**config.mk**
```make
export PLATFORM = sky130hd
export DESIGN_NAME = multi_pwm_generator
export DESIGN_NICKNAME = d
export VERILOG_FILES = /design/src/rtl/multi_pwm_generator.sv
export SDC_FILE = /design/constraint.sdc
export NUM_CORES = 1
export LEC_CHECK = 0
export ABC_AREA = 0
export CAP_MARGIN = 20
export CORE_ASPECT_RATIO = 1.2
export CORE_MARGIN = 2
export CORE_UTILIZATION = 45
export CTS_CLUSTER_SIZE = 10
export DETAILED_ROUTE_END_ITERATION = 12
export SLEW_MARGIN = 20
export SYNTH_ARGS = -nofsm -noshare
export SYNTH_HDL_FRONTEND = slang
export SYNTH_SLANG_ARGS = --single-unit
```
**constraint.sdc**
```tcl
create_clock -name clk -period 16.6 [get_ports clk]
set_input_delay 2.49 -clock clk [delete_from_list [all_inputs] [get_ports clk]]
set_output_delay 2.49 -clock clk [all_outputs]
set_load 0.02 [all_outputs]
```
**src/rtl/multi_pwm_generator.sv**
```systemverilog
// multi_pwm_generator: phase-locked multi-channel PWM with edge/center modes and
// shadowed parameters that are applied only at frame boundaries.
module multi_pwm_generator #(
  parameter int WIDTH          = 8,
  parameter int CHANNELS       = 4,
  parameter int INITIAL_PERIOD = 255,
  parameter int INITIAL_DUTY   = 0,
  parameter int INITIAL_CENTER = 0
) (
  input  logic                        clk,
  input  logic                        reset,
  input  logic                        update_parameters,
  input  logic [WIDTH-1:0]            pwm_period,
  input  logic [CHANNELS*WIDTH-1:0]   pwm_duty_cycle,
  input  logic                        center_aligned,
  output logic [CHANNELS-1:0]         pwm,
  output logic                        period_end,
  output logic                        update_pending,
  output logic                        update_rejected
);
  localparam logic [WIDTH-1:0] INIT_P = WIDTH'(INITIAL_PERIOD);
  localparam logic [WIDTH-1:0] INIT_D = WIDTH'(INITIAL_DUTY > INITIAL_PERIOD ? INITIAL_PERIOD : INITIAL_DUTY);
  localparam logic             INIT_C = INITIAL_CENTER != 0;
  logic [WIDTH-1:0]          r_period, r_s_period, r_cnt, w_p, w_cnt_nxt;
  logic [CHANNELS*WIDTH-1:0] r_duty, r_s_duty, w_req_duty, w_d;
  logic                      r_center, r_s_center, r_dir, w_c, w_acc, w_bnd;
  logic                      w_top, w_hold, w_last, w_dir_nxt;
  logic [CHANNELS-1:0]       w_pwm;
  assign w_acc = update_parameters && pwm_period != '0;
  // r_cnt/r_dir is the position the next edge displays; on a boundary it is
  // always 0/up, so new parameters start cleanly at k = 0
  assign w_bnd = period_end;
  for (genvar c = 0; c < CHANNELS; c++) begin : g_ch
    assign w_req_duty[c*WIDTH +: WIDTH] = pwm_duty_cycle[c*WIDTH +: WIDTH] > pwm_period ?
                                          pwm_period : pwm_duty_cycle[c*WIDTH +: WIDTH];
    assign w_pwm[c] = w_c ? r_cnt >= w_p - w_d[c*WIDTH +: WIDTH] : r_cnt < w_d[c*WIDTH +: WIDTH];
  end
  always_comb begin
    w_p       = w_bnd ? (w_acc ? pwm_period : r_s_period) : r_period;
    w_d       = w_bnd ? (w_acc ? w_req_duty : r_s_duty) : r_duty;
    w_c       = w_bnd ? (w_acc ? center_aligned : r_s_center) : r_center;
    w_top     = r_cnt == w_p - WIDTH'(1);
    w_last    = w_c ? r_dir && r_cnt == '0 : w_top;
    w_hold    = w_c && (r_dir ? r_cnt == '0 : w_top);
    w_dir_nxt = w_c && (r_dir ? r_cnt != '0 : w_top);
    w_cnt_nxt = w_hold ? r_cnt : (!w_c && w_top) ? '0 : r_dir ? r_cnt - WIDTH'(1) : r_cnt + WIDTH'(1);
  end
  always_ff @(posedge clk or negedge reset) begin
    if (!reset) begin
      r_period        <= INIT_P;
      r_duty          <= {CHANNELS{INIT_D}};
      r_center        <= INIT_C;
      r_s_period      <= INIT_P;
      r_s_duty        <= {CHANNELS{INIT_D}};
      r_s_center      <= INIT_C;
      r_cnt           <= '0;
      r_dir           <= 1'b0;
      pwm             <= '0;
      period_end      <= 1'b0;
      update_pending  <= 1'b0;
      update_rejected <= 1'b0;
    end else begin
      if (w_acc) begin
        r_s_period <= pwm_period;
        r_s_duty   <= w_req_duty;
        r_s_center <= center_aligned;
      end
      r_period        <= w_p;
      r_duty          <= w_d;
      r_center        <= w_c;
      r_cnt           <= w_cnt_nxt;
      r_dir           <= w_dir_nxt;
      pwm             <= w_pwm;
      period_end      <= w_last;
      update_pending  <= !w_bnd && (w_acc || update_pending);
      update_rejected <= update_parameters && pwm_period == '0;
    end
  end
endmodule

```
==> impl_metrics.yaml <==
sta:
  rsz0062_at_grt: "false"
  slew_headroom: 0.2603
  finalSetupViolations: 0
  maxSlewViolCount: 0
  fin_setup_tns_ns: 0
  hold_violations: 0
  fin_crit_ns: 8.386
  fmax_mhz: 119.2
  final.setup.worst_slack_ns: 8.214
  post-route-period-util: 0.5052
  clock_skew_ns: 0.006940
  worst_pin_slew_ns: 1.104
global_route:
  grt_pass1_vias: 6675
  grt_use_total: 0.2444
  antenna_found_initial: 0
  grt_max_degree: 55
  grt_pass1_wl_mm: 35.97
  gr-total-overflow: 0
cells_and_area:
  diodes: 0
  fillers: 1601
  regArea_um2: 2474
  fin_nets: 1057
  area_growth_pct: 12.57
  utilization: 0.5160
  drive_gt1_frac: 0.06546
  multi_input_area_um2: 5069
floorplanning:
  io-pin-count: 51
  start_util: 0.4584
  dieArea_um2: 18850
  rows: 53
  die_y_um: 150.0
  coreArea_um2: 17440
  die_x_um: 125.7
worst_setup_path:
  worstSetupStartpointType: "input pin"
  r2r-start: "period_end"
  crit_type: "in -> reg"
  rrSetupSlack_ns: 11.61
  crit_required_ns: 16.82
  arrival_ns: 8.61
  critPathCaptureType: "flop"
  cpPeakStageDelay_ns: 0.76
  slowest_stage: "a21oi_1"
  crit_path_max_fanout: 9
  critPathTopFamily: "compound AO/OA/AOI/OAI gates"
  critPathBufInv: 2
  crit_start: "pwm_period[1]"
synth:
  synth_nets: 1020
  yosys.cell_types.count: 66
  ys_async_sr_fraction: 1.000
  synth_flop_cell: "dfrtp_1"
  synth.avg_cell_area_um2: 9.473
  synth.area.top_cells: "dfrtp_1 26%, ha_1 20%, mux2i_1 7.8%"
  ys_seq_elements: 98
  synth_top_area_frac: 0.2567
  synth_edf_count: 0
  yosysTopAreaCell: "dfrtp_1"
  syn_area_um2: 7995
  synth_cells: 844
  ys_seq_area_frac: 0.3092
  ys_warn_count: 0
detailed_routing:
  firstDrtPassIters: 5
  ant_nets: 0
  drt_iter0_markers: 415
  route.detailed.drc: 0
  wl_per_cell_um: 19.82
  num_vias: 6374
  routed_via_density: 5.763
  finalWirelength_mm: 21.92
outcome:
  outcome: "completed"
pwr:
  power_frac_comb: 0.657
  p_per_area_nw_per_um2: 206.0
  leakagePower_nw: 4.283
  swShare: 0.4550
  p_switching_w: 0.0008436
  p_int_w: 0.001011
  seqPwrFrac: 0.219
  pwr-share-clk: 0.124
  vdd_drop_max_v: 0.00009134
min_path:
  hold_path.class: "reg -> reg"
  min_from: "r_s_duty[10]"
job:
  drv_cap: 0
clock_tree:
  cts.sinks: 98
  clk_root_buffer_cell: "clkbuf_16"
  cts_hold_buf: 0
  cts_setup_buffers: 0
  cts_tree: "yes"
  cts.reportedPaths.clkPinSlew_ns: 0.08
  cts_buffer_depth: 2
  cts_made_buffers: 9
  cts_resized: 0
  clkLatencyLatePin_ns: 0.36
  htree_levels: 3
placed_design:
  portBuffers: 50
  gp_congestion: 0.8841
  place_ws_ns: 7.903
  place_hpwl_mm: 16.31
cell usage in the layout, fill, tap and decap left out, types with 10 or more instances in the layout:
master	n
a21o_1	37
a21oi_1	54
clkdlybuf4s50_1	49
dfrtp_1	81
dfstp_2	16
ha_1	127
inv_1	86
mux2i_1	62
nand2_1	61
nand2b_1	15
nand3_1	10
nand4_1	13
nor2_1	31
nor2b_1	13
o21ai_0	53
o21bai_1	11
xnor2_1	30
cell type report:
type,count,area share
Multi-Input combinational cell,630,0.5632
Sequential cell,98,0.2749
Timing Repair Buffer,55,0.05950
Inverter,87,0.03629
Tap cell,220,0.03059
Clock buffer,9,0.02502
Clock inverter,7,0.01057
power by group through the flow:
stage	clock [W]	sequential, W	combinational, W
floorplan	0	0.000376	0.000943
global placement	0	0.000405	0.00116
detailed placement	0	0.000408	0.00122
CTS	0.000233	0.000404	0.00122
global route	0.000242	0.000415	0.00141
finish	0.000230	0.000406	0.00122
state kept, by name (all words and copies together), names as in the netlist, 4 cells and up:
signal,count
r_s_duty,32
r_cnt,8
r_duty,32
r_period,8
pwm,4
r_s_period,8
worst register-to-register path, stage by stage, from the launching register on:
cell and delay, ns:
dfrtp_2 0.81, buf_4 0.61, mux2i_1 0.33, inv_1 0.30, ha_1 0.38, nor2b_1 0.13, o21ai_0 0.22, a21oi_1 0.12
o21ai_0 0.15, nand2b_1 0.11, a21o_1 0.19, a21oi_1 0.16, xor2_1 0.19, xnor2_1 0.08, ha_1 0.27, nand2_1 0.05
a211oi_1 0.27, nor2_1 0.10, o41ai_1 0.40
Yosys cell counts (3+ instances only):
library cell and instances:
nor2b_1 13, mux2i_1 62, nand2b_1 15, nand4_1 13, dfstp_2 16, and2_1 3, o21a_1 9, o32a_1 4
dfrtp_1 82, nand2_1 61, or4_1 3, buf_2 4, o31ai_1 3, nand3_1 10, o31a_1 3, nor4_1 6
fa_1 5, ha_1 127, a211oi_1 5, o21bai_1 11, mux2_2 6, buf_1 5, a31oi_1 4, xnor2_1 30
buf_6 3, nor3_1 4, clkbuf_1 17, o21ai_0 53, a21o_1 37, o32ai_1 3, a21oi_1 54, xor2_1 8
inv_1 86, o22ai_1 8, nor2_1 31
logic make-up (layout without fill, tap and decap cells):
group                      count (synthesis)  in the layout  share of synthesized area
muxes                                     68             68                    0.08607
AOI/OAI and AO/OA                        218            218                     0.1836
DFF                                       98             98                     0.3092
and+or+nand+nor                          174            174                     0.1103
buffers and inverters                    116            158                    0.05790
adders and majority gates                132            132                     0.2113
xor gates and xnor gates                  38             38                    0.04163
per-stage QoR:
step	std cells	cell area (um^2)	total power, W	hold slack [ns]
5_1_grt	1106	9000	0.002067	0.5265
3_5_place_dp	1090	8680	0.001625	0.4750
2_1_floorplan	844	7995	0.001318	0.4493
6_report	1106	9000	0.001854	0.4947
3_3_place_gp	1090	8680	0.001565	0.4680
4_1_cts	1106	9000	0.001860	0.4961
metal layers:
layer  track usage  vias to the layer above  share of wire
li1              -                     3089              -
met1        0.3332                     3117           0.47
met2        0.4019                      140           0.47
met3       0.03540                       28          0.037
met4       0.07778                        0          0.023
met5             0                        -              0
path summary, 6_finish.rpt:
path                                endpoint  cells past startpoint
min in group asynchronous             pwm[0]                      1
worst max register to register        pwm[2]                     18
worst min-delay path            r_s_duty[10]                      2
worst max-delay path                  pwm[2]                     26
max in group asynchronous         r_duty[16]                      2
worst min register to register  r_s_duty[10]                      2
Note: power is estimated with default switching activity, not from simulation.
